--- src/rtl/wb_mem_resp.sv ---
// Pipelined Wishbone B4 slave memory with a fixed ack latency and an outstanding-request limit.
// Optional macro WB_MEM_RANDOM_STALL_EN adds LFSR-driven pseudo-random stalls.
module wb_mem_resp #(
    parameter int G_ADDR_BITS       = 8,
    parameter int G_LATENCY         = 2,
    parameter int G_MAX_OUTSTANDING = 2
) (
    input  logic        clk_i,
    input  logic        rst_i,
    input  logic        wb_cyc_i,
    input  logic        wb_stb_i,
    output logic        wb_stall_o,
    input  logic [15:0] wb_addr_i,
    input  logic        wb_we_i,
    input  logic [15:0] wb_dat_i,
    output logic        wb_ack_o,
    output logic [15:0] wb_data_o
);

    localparam int DEPTH = 2 ** G_ADDR_BITS;
    localparam int CNT_W = $clog2(G_MAX_OUTSTANDING + 1);

    typedef logic [15:0] mem_t [DEPTH];

    function automatic mem_t mem_init();
        mem_t m;
        for (int i = 0; i < DEPTH; i++) begin
            m[i] = 16'(i);
        end
        return m;
    endfunction

    mem_t mem = mem_init();

    logic [G_LATENCY-1:0]   vld_p;
    logic [15:0]            dat_p [G_LATENCY];
    logic [CNT_W-1:0]       cnt_q;
    logic [15:0]            hold_q;
    logic [G_ADDR_BITS-1:0] addr_idx;
    logic                   accept;
    logic                   limit_stall;
    logic                   unused_addr;

    assign addr_idx    = wb_addr_i[G_ADDR_BITS-1:0];
    assign unused_addr = ^wb_addr_i;
    assign limit_stall = (cnt_q == CNT_W'(G_MAX_OUTSTANDING));
    assign accept      = wb_cyc_i & wb_stb_i & ~wb_stall_o;
    assign wb_ack_o    = vld_p[G_LATENCY-1] & wb_cyc_i;
    assign wb_data_o   = wb_ack_o ? dat_p[G_LATENCY-1] : hold_q;

`ifdef WB_MEM_RANDOM_STALL_EN
    logic [15:0] lfsr;

    always_ff @(posedge clk_i or posedge rst_i) begin
        if (rst_i) begin
            lfsr <= 16'hACE1;
        end else begin
            lfsr <= {lfsr[14:0], lfsr[15] ^ lfsr[13] ^ lfsr[12] ^ lfsr[10]};
        end
    end

    assign wb_stall_o = limit_stall | (lfsr[1:0] == 2'b00);
`else
    assign wb_stall_o = limit_stall;
`endif

    // Control: valid pipeline, outstanding count, held output data
    always_ff @(posedge clk_i or posedge rst_i) begin
        if (rst_i) begin
            vld_p  <= '0;
            cnt_q  <= '0;
            hold_q <= 16'h0000;
        end else begin
            if (wb_ack_o) begin
                hold_q <= dat_p[G_LATENCY-1];
            end
            if (!wb_cyc_i) begin
                vld_p <= '0;
                cnt_q <= '0;
            end else begin
                vld_p[0] <= accept;
                for (int i = 1; i < G_LATENCY; i++) begin
                    vld_p[i] <= vld_p[i-1];
                end
                case ({accept, wb_ack_o})
                    2'b10:   cnt_q <= cnt_q + CNT_W'(1);
                    2'b01:   cnt_q <= cnt_q - CNT_W'(1);
                    default: cnt_q <= cnt_q;
                endcase
            end
        end
    end

    // Data: single-port memory and response data pipeline, never reset
    always_ff @(posedge clk_i) begin
        if (accept && wb_we_i) begin
            mem[addr_idx] <= wb_dat_i;
        end
        dat_p[0] <= wb_we_i ? 16'h0000 : mem[addr_idx];
        for (int i = 1; i < G_LATENCY; i++) begin
            dat_p[i] <= dat_p[i-1];
        end
    end

endmodule

--- config.mk ---
export PLATFORM = sky130hd
export DESIGN_NAME = wb_mem_resp
export DESIGN_NICKNAME = d
export VERILOG_FILES = /design/src/rtl/wb_mem_resp.sv
export SDC_FILE = /design/constraint.sdc
export NUM_CORES = 2
export LEC_CHECK = 0
export CAP_MARGIN = 20
export CORE_ASPECT_RATIO = 1.1
export CORE_UTILIZATION = 57
export DETAILED_ROUTE_END_ITERATION = 6
export GPL_ROUTABILITY_DRIVEN = 1
export PLACE_DENSITY = 0.73
export SYNTH_ARGS = -nofsm -noshare
export SYNTH_HDL_FRONTEND = slang
export SYNTH_MEMORY_MAX_BITS = 65536
export SYNTH_SLANG_ARGS = --single-unit
export TNS_END_PERCENT = 30
--- constraint.sdc ---
create_clock -name clk_i -period 3.4 [get_ports clk_i]
set_input_delay 0.85 -clock clk_i [delete_from_list [all_inputs] [get_ports clk_i]]
set_output_delay 0.85 -clock clk_i [all_outputs]
set_load 0.01 [all_outputs]
# == Word-level counts from Yosys, hierarchy flattened ==
# Memory sizes are Yosys's and may differ from the RTL's.
# Index checks and enable logic that the tools add are counted.
# word_totals
ff_bits,20
latchBits,0
ram_bits,4128
n_memories,2
romBits,0
elab_cells,23
input_bits,37
# op_classes
n_shift,0
eq_ne,4
muxes,7
mul,0
n_addsub,2
bitwise,4
reduce_logical,1
n_lt_le_gt_ge,0
div_mod_pow,0
# mem_list
memory,words,width,read_ports,rd_ports_with_merged_regs,wr,line_no,source
mem,256,16,1,0,1,33,mem_t mem = mem_init();
dat_p,2,16,2,0,2,36,logic [15:0] dat_p [G_LATENCY];
# op_table
cell,count
16-bit two-way mux,2
2-bit == test (second input constant),2
2-bit two-way mux,2
2-bit one-hot mux with 2 select lines,1
1-bit bitwise AND,3
3-bit by 1-bit != test with 1-bit output (second input constant),1
2-bit by 1-bit adder with 2-bit output (second input constant),1
2-bit by 1-bit == test with 1-bit output (second input constant),1
1-bit two-way mux,2
2-bit by 1-bit subtractor with 2-bit output (second input constant),1
1-bit logical AND,1
1-bit NOT,1

# == Longest topological paths before layout ==
# depth
ltp_word,6
mapped_depth,13
depth_no_buf,6

# == Least setup slack after synthesis ==
# OpenSTA, ideal clock, no wires.
# synth_path
path_kind,input port to flip-flop
startpoint,in wb_addr_i[0]
endpoint,mem mem[182][0] in the netlist's numbering (enable)
slack_ps,-407
path_buffers,8
arrival_time_ps,3419
stages,11
required_time_ps,3012
setup_time_ps,388
cell_sequence,buf_4 > buf_6 > buf_8 > buf_6 > buf_6 > buf_4 > buf_4 > nor3b_1 > nand2_1 > clkbuf_1 > nor2_1
# synth_rtl
item,line_no,source
start: declaration,13,"input logic [15:0] wb_addr_i,"
end: declaration,33,
# No word-level cell before the write port.

# == Worst setup path in the final report ==
# layout_path
startpoint,reg vld_p[1]
endpoint,out wb_data_o[10]
# layout_between
elab_chain_len,2
# layout_rtl
item,line_no,source
start: declaration,35,logic [G_LATENCY-1:0] vld_p;
start signal: indexed assignment,83,vld_p[i] <= vld_p[i-1];
1-bit bitwise AND,48,assign wb_ack_o = vld_p[G_LATENCY-1] & wb_cyc_i;
16-bit two-way mux,n/a,
end: declaration,17,output logic [15:0] wb_data_o
# Every way passes these cells.

==> flow_metrics.tcl <==
set metrics [dict create \
    r2r_start "mem[247][6]$_DFFE_PP_" \
    ir_drop_mv 0.435 \
    initial_core_util 0.572 \
    dp_slack_ns -0.741 \
    grt_busiest_layer "met2" \
    synth_area_leaders "edfxtp_1 (77%), mux4_2 (13%), mux2i_1 (2.3%)" \
    die_area_mm2 0.281 \
    h-tree-depth 5 \
    path_class "reg2out" \
    place.gp.congestion 0.873 \
    drive_above_1_share 0.313 \
    syn_avg_cell_area_um2 21.9 \
    hold_class "in2reg" \
    yosysWarnings 0 \
    period_minus_slack_ns 3.30 \
    post_drt_wl_per_cell_um 32.8 \
    cp.required_ns 2.55 \
    drv_cap 0 \
    grt_max_degree 112 \
    synthToLayoutAreaGrowth_pct 17.8 \
    cts_sinks 4148 \
    swShare 0.208 \
    grt_pass1_vias 81500 \
    ff2ff_setup_slack_ns 0.40 \
    grt_overflow 0 \
    clk_latency_ns 0.91 \
    placed_cell_area_mm2 0.175 \
    port_buffers 46 \
    final_area_mm2 0.187 \
    antenna_found_initial 10 \
    use_met1 0.388 \
    synth_top_cells_by_count "edfxtp_1 (4,096), mux4_2 (909), mux2i_1 (372)" \
    grtUsageMet2 0.466 \
    rsz0062_at_grt "false" \
    detail_route.vias_per_cell 6.58 \
    fin_worst_skew_ns 0.0409 \
    cts_tree "yes" \
    p_leak_nw 60.3 \
    rr_worst_depth 7 \
    grt_pass1_wl_um 576000 \
    synth_cell_type_count 52 \
    drc 0 \
    grt_util_met3 0.0489 \
    nNetsFinal 8234 \
    hp-start "wb_cyc_i" \
    clockBufferDepth 4 \
    coreArea_mm2 0.278 \
    hold_violations 0 \
    die_h_um 556 \
    synth_area_mm2 0.159 \
    first_pass_iters 6 \
    ant_nets 0 \
    power.density_mw_per_mm2 560 \
    power_mw 105 \
    dpl.hpwl_um 242000 \
    synth_edf_count 4096 \
    outcome "finished, final reports clean" \
    cts-root-buf "clkbuf_16" \
    worstHoldPathCells 2 \
    synth_top_area_share 0.773 \
    final-setup-viol-count 0 \
    synth_most_common_cell "edfxtp_1" \
    die_width_um 506 \
    clkPwrFrac 0.409 \
    drtIter0Drc 10700 \
    fmax_mhz 303 \
    netlist_instances 7258 \
    cp-end-kind "primary output" \
    syn-num-nets 7295 \
    setup_tns_ns 0 \
    slew_viol_final 0 \
    track_usage 0.286 \
    num_io_pins 55 \
    crit_chain "nand2_2 > buf_12 > mux2_2 > clkdlybuf4s50_1" \
    ys_ff_latch 4148 \
    synth-seq-area-share 0.780 \
    yosys.area.top_type "edfxtp_1" \
    max_slew.worst_pin.slew_ns 1.11 \
    power_frac_comb 0.054 \
    routed_wl_um 400000 \
    cts_inserted_buffers 389 \
    async_reset_ff_frac 0.00482 \
    max_stage_delay_ns 0.49 \
    switching_power_mw 21.9 \
    hold_end "cnt_q[1]$_DFFE_PP0P_" \
    fin_crit_sh 0.971 \
    setup_slack_ns 0.0972 \
    worstPathArrival_ns 2.45 \
    p_int_mw 83.1 \
    row_count 203 \
    p_seq_frac 0.537 \
    crit_path_start_kind "flip-flop" \
    vias 80300 \
    holdBufCountCts 0 \
    r2r-end "dat_p[0][6]$_SDFF_PP0_" \
    clkTransAtPathRegs_ns 0.06 \
    ys.flop_type "edfxtp_1" \
    slew_headroom 0.261 \
    cp_max_fo 10 \
    crit_slowest_cell "clkdlybuf4s50_1" \
]
==> worst max-delay path: cells and delay by family, from the launching register on <==
kind          cells  cell delay, ns
flops             1            0.39
mux               1            0.36
buf+inv           2            0.65
simple gates      1            0.11
==> power groups by stage <==
stage	Combinational (mW)	Sequential, mW	Clock [mW]
2_1_floorplan	2.67	57.4	0
3_3_place_gp	5.49	57.4	0
3_5_place_dp	5.62	57.4	0
4_1_cts	5.66	56.3	43.3
5_1_grt	5.88	56.3	45.2
6_report	5.67	56.3	42.9
==> final cells by class <==
cell class,instances,area [µm²]
Antenna cell,6,15.0
Clock buffer,485,10300
Clock inverter,221,2170
Fill cell,16600,90500
Inverter,5,23.8
Multi-Input combinational cell,2653,33400
Sequential cell,4148,124000
Tap cell,3690,4620
Timing Repair Buffer,1000,12700
==> repair_timing <==
| item | 4_1_cts | 5_1_grt |
|---|---|---|
| endpoints found under the setup margin | 16 | 12 |
| resized for setup | 3 | 1 |
| buffers inserted | 1 | 0 |
==> how the worst max path moves through the flow <==
stage	start	end	slack, ns	cells past startpoint
2_1_floorplan	wb_addr_i[0]	mem[238][0]$_DFFE_PP_	-0.20	10
3_3_place_gp	wb_addr_i[0]	dat_p[0][6]$_SDFF_PP0_	-0.74	9
3_5_place_dp	wb_addr_i[0]	dat_p[0][6]$_SDFF_PP0_	-0.74	10
4_1_cts	wb_cyc_i	wb_data_o[12]	0.01	5
5_1_grt	vld_p[1]$_DFF_PP0_	wb_data_o[14]	0.03	4
6_report	vld_p[1]$_DFF_PP0_	wb_data_o[10]	0.1	4
==> registers in the layout, summed over array words and instances, names as in the netlist <==
signal and count:
mem 4096, vld_p 2, cnt_q 2, dat_p 32
hold_q 16
==> through the flow <==
step | hold slack, ns | instances | utilization
floorplan | 0.310 | 7258 | -
global placement | 0.316 | 11500 | 0.629
detailed placement | 0.329 | 11500 | 0.629
CTS | 0.246 | 12200 | 0.674
global route | 0.257 | 12200 | 0.674
finish | 0.287 | 12200 | 0.674
==> cell usage in the layout, fill, tap and decap left out, types with 36 or more instances in the layout <==
master     instances
buf_12           396
nor2_2            87
clkinv_1          87
a21oi_1           83
mux4_2           909
o21ai_0           64
nor2_4            82
buf_4            560
bufinv_16         40
a22o_1            62
edfxtp_1        4096
o2111ai_1         49
nand3_1          179
a31oi_1           63
clkbuf_16        394
mux2i_1          372
clkinv_2          62
nand2_1           46
a22oi_1          163
clkbuf_1          81
nor2_1           129
mux2_2            36
==> cells by family (layout without fill, tap and decap cells) <==
logic type / after synthesis / after routing / share of synthesized area
compound gates: 679 / 679 / 0.0306
other cells: 0 / 6 / 0
xor+xnor: 3 / 3 / 0.000165
simple gates: 654 / 654 / 0.0188
flops: 4148 / 4148 / 0.780
mux: 1317 / 1317 / 0.155
buf+inv: 457 / 1711 / 0.0153
==> routing by layer <==
layer,share of wire,routed length (µm),up-vias
li1,-,-,32700
met1,0.37,147000,42400
met2,0.49,197000,4449
met3,0.094,37400,715
met4,0.047,18600,10
met5,0.00015,62,-
(Power assumes the default switching activity.)
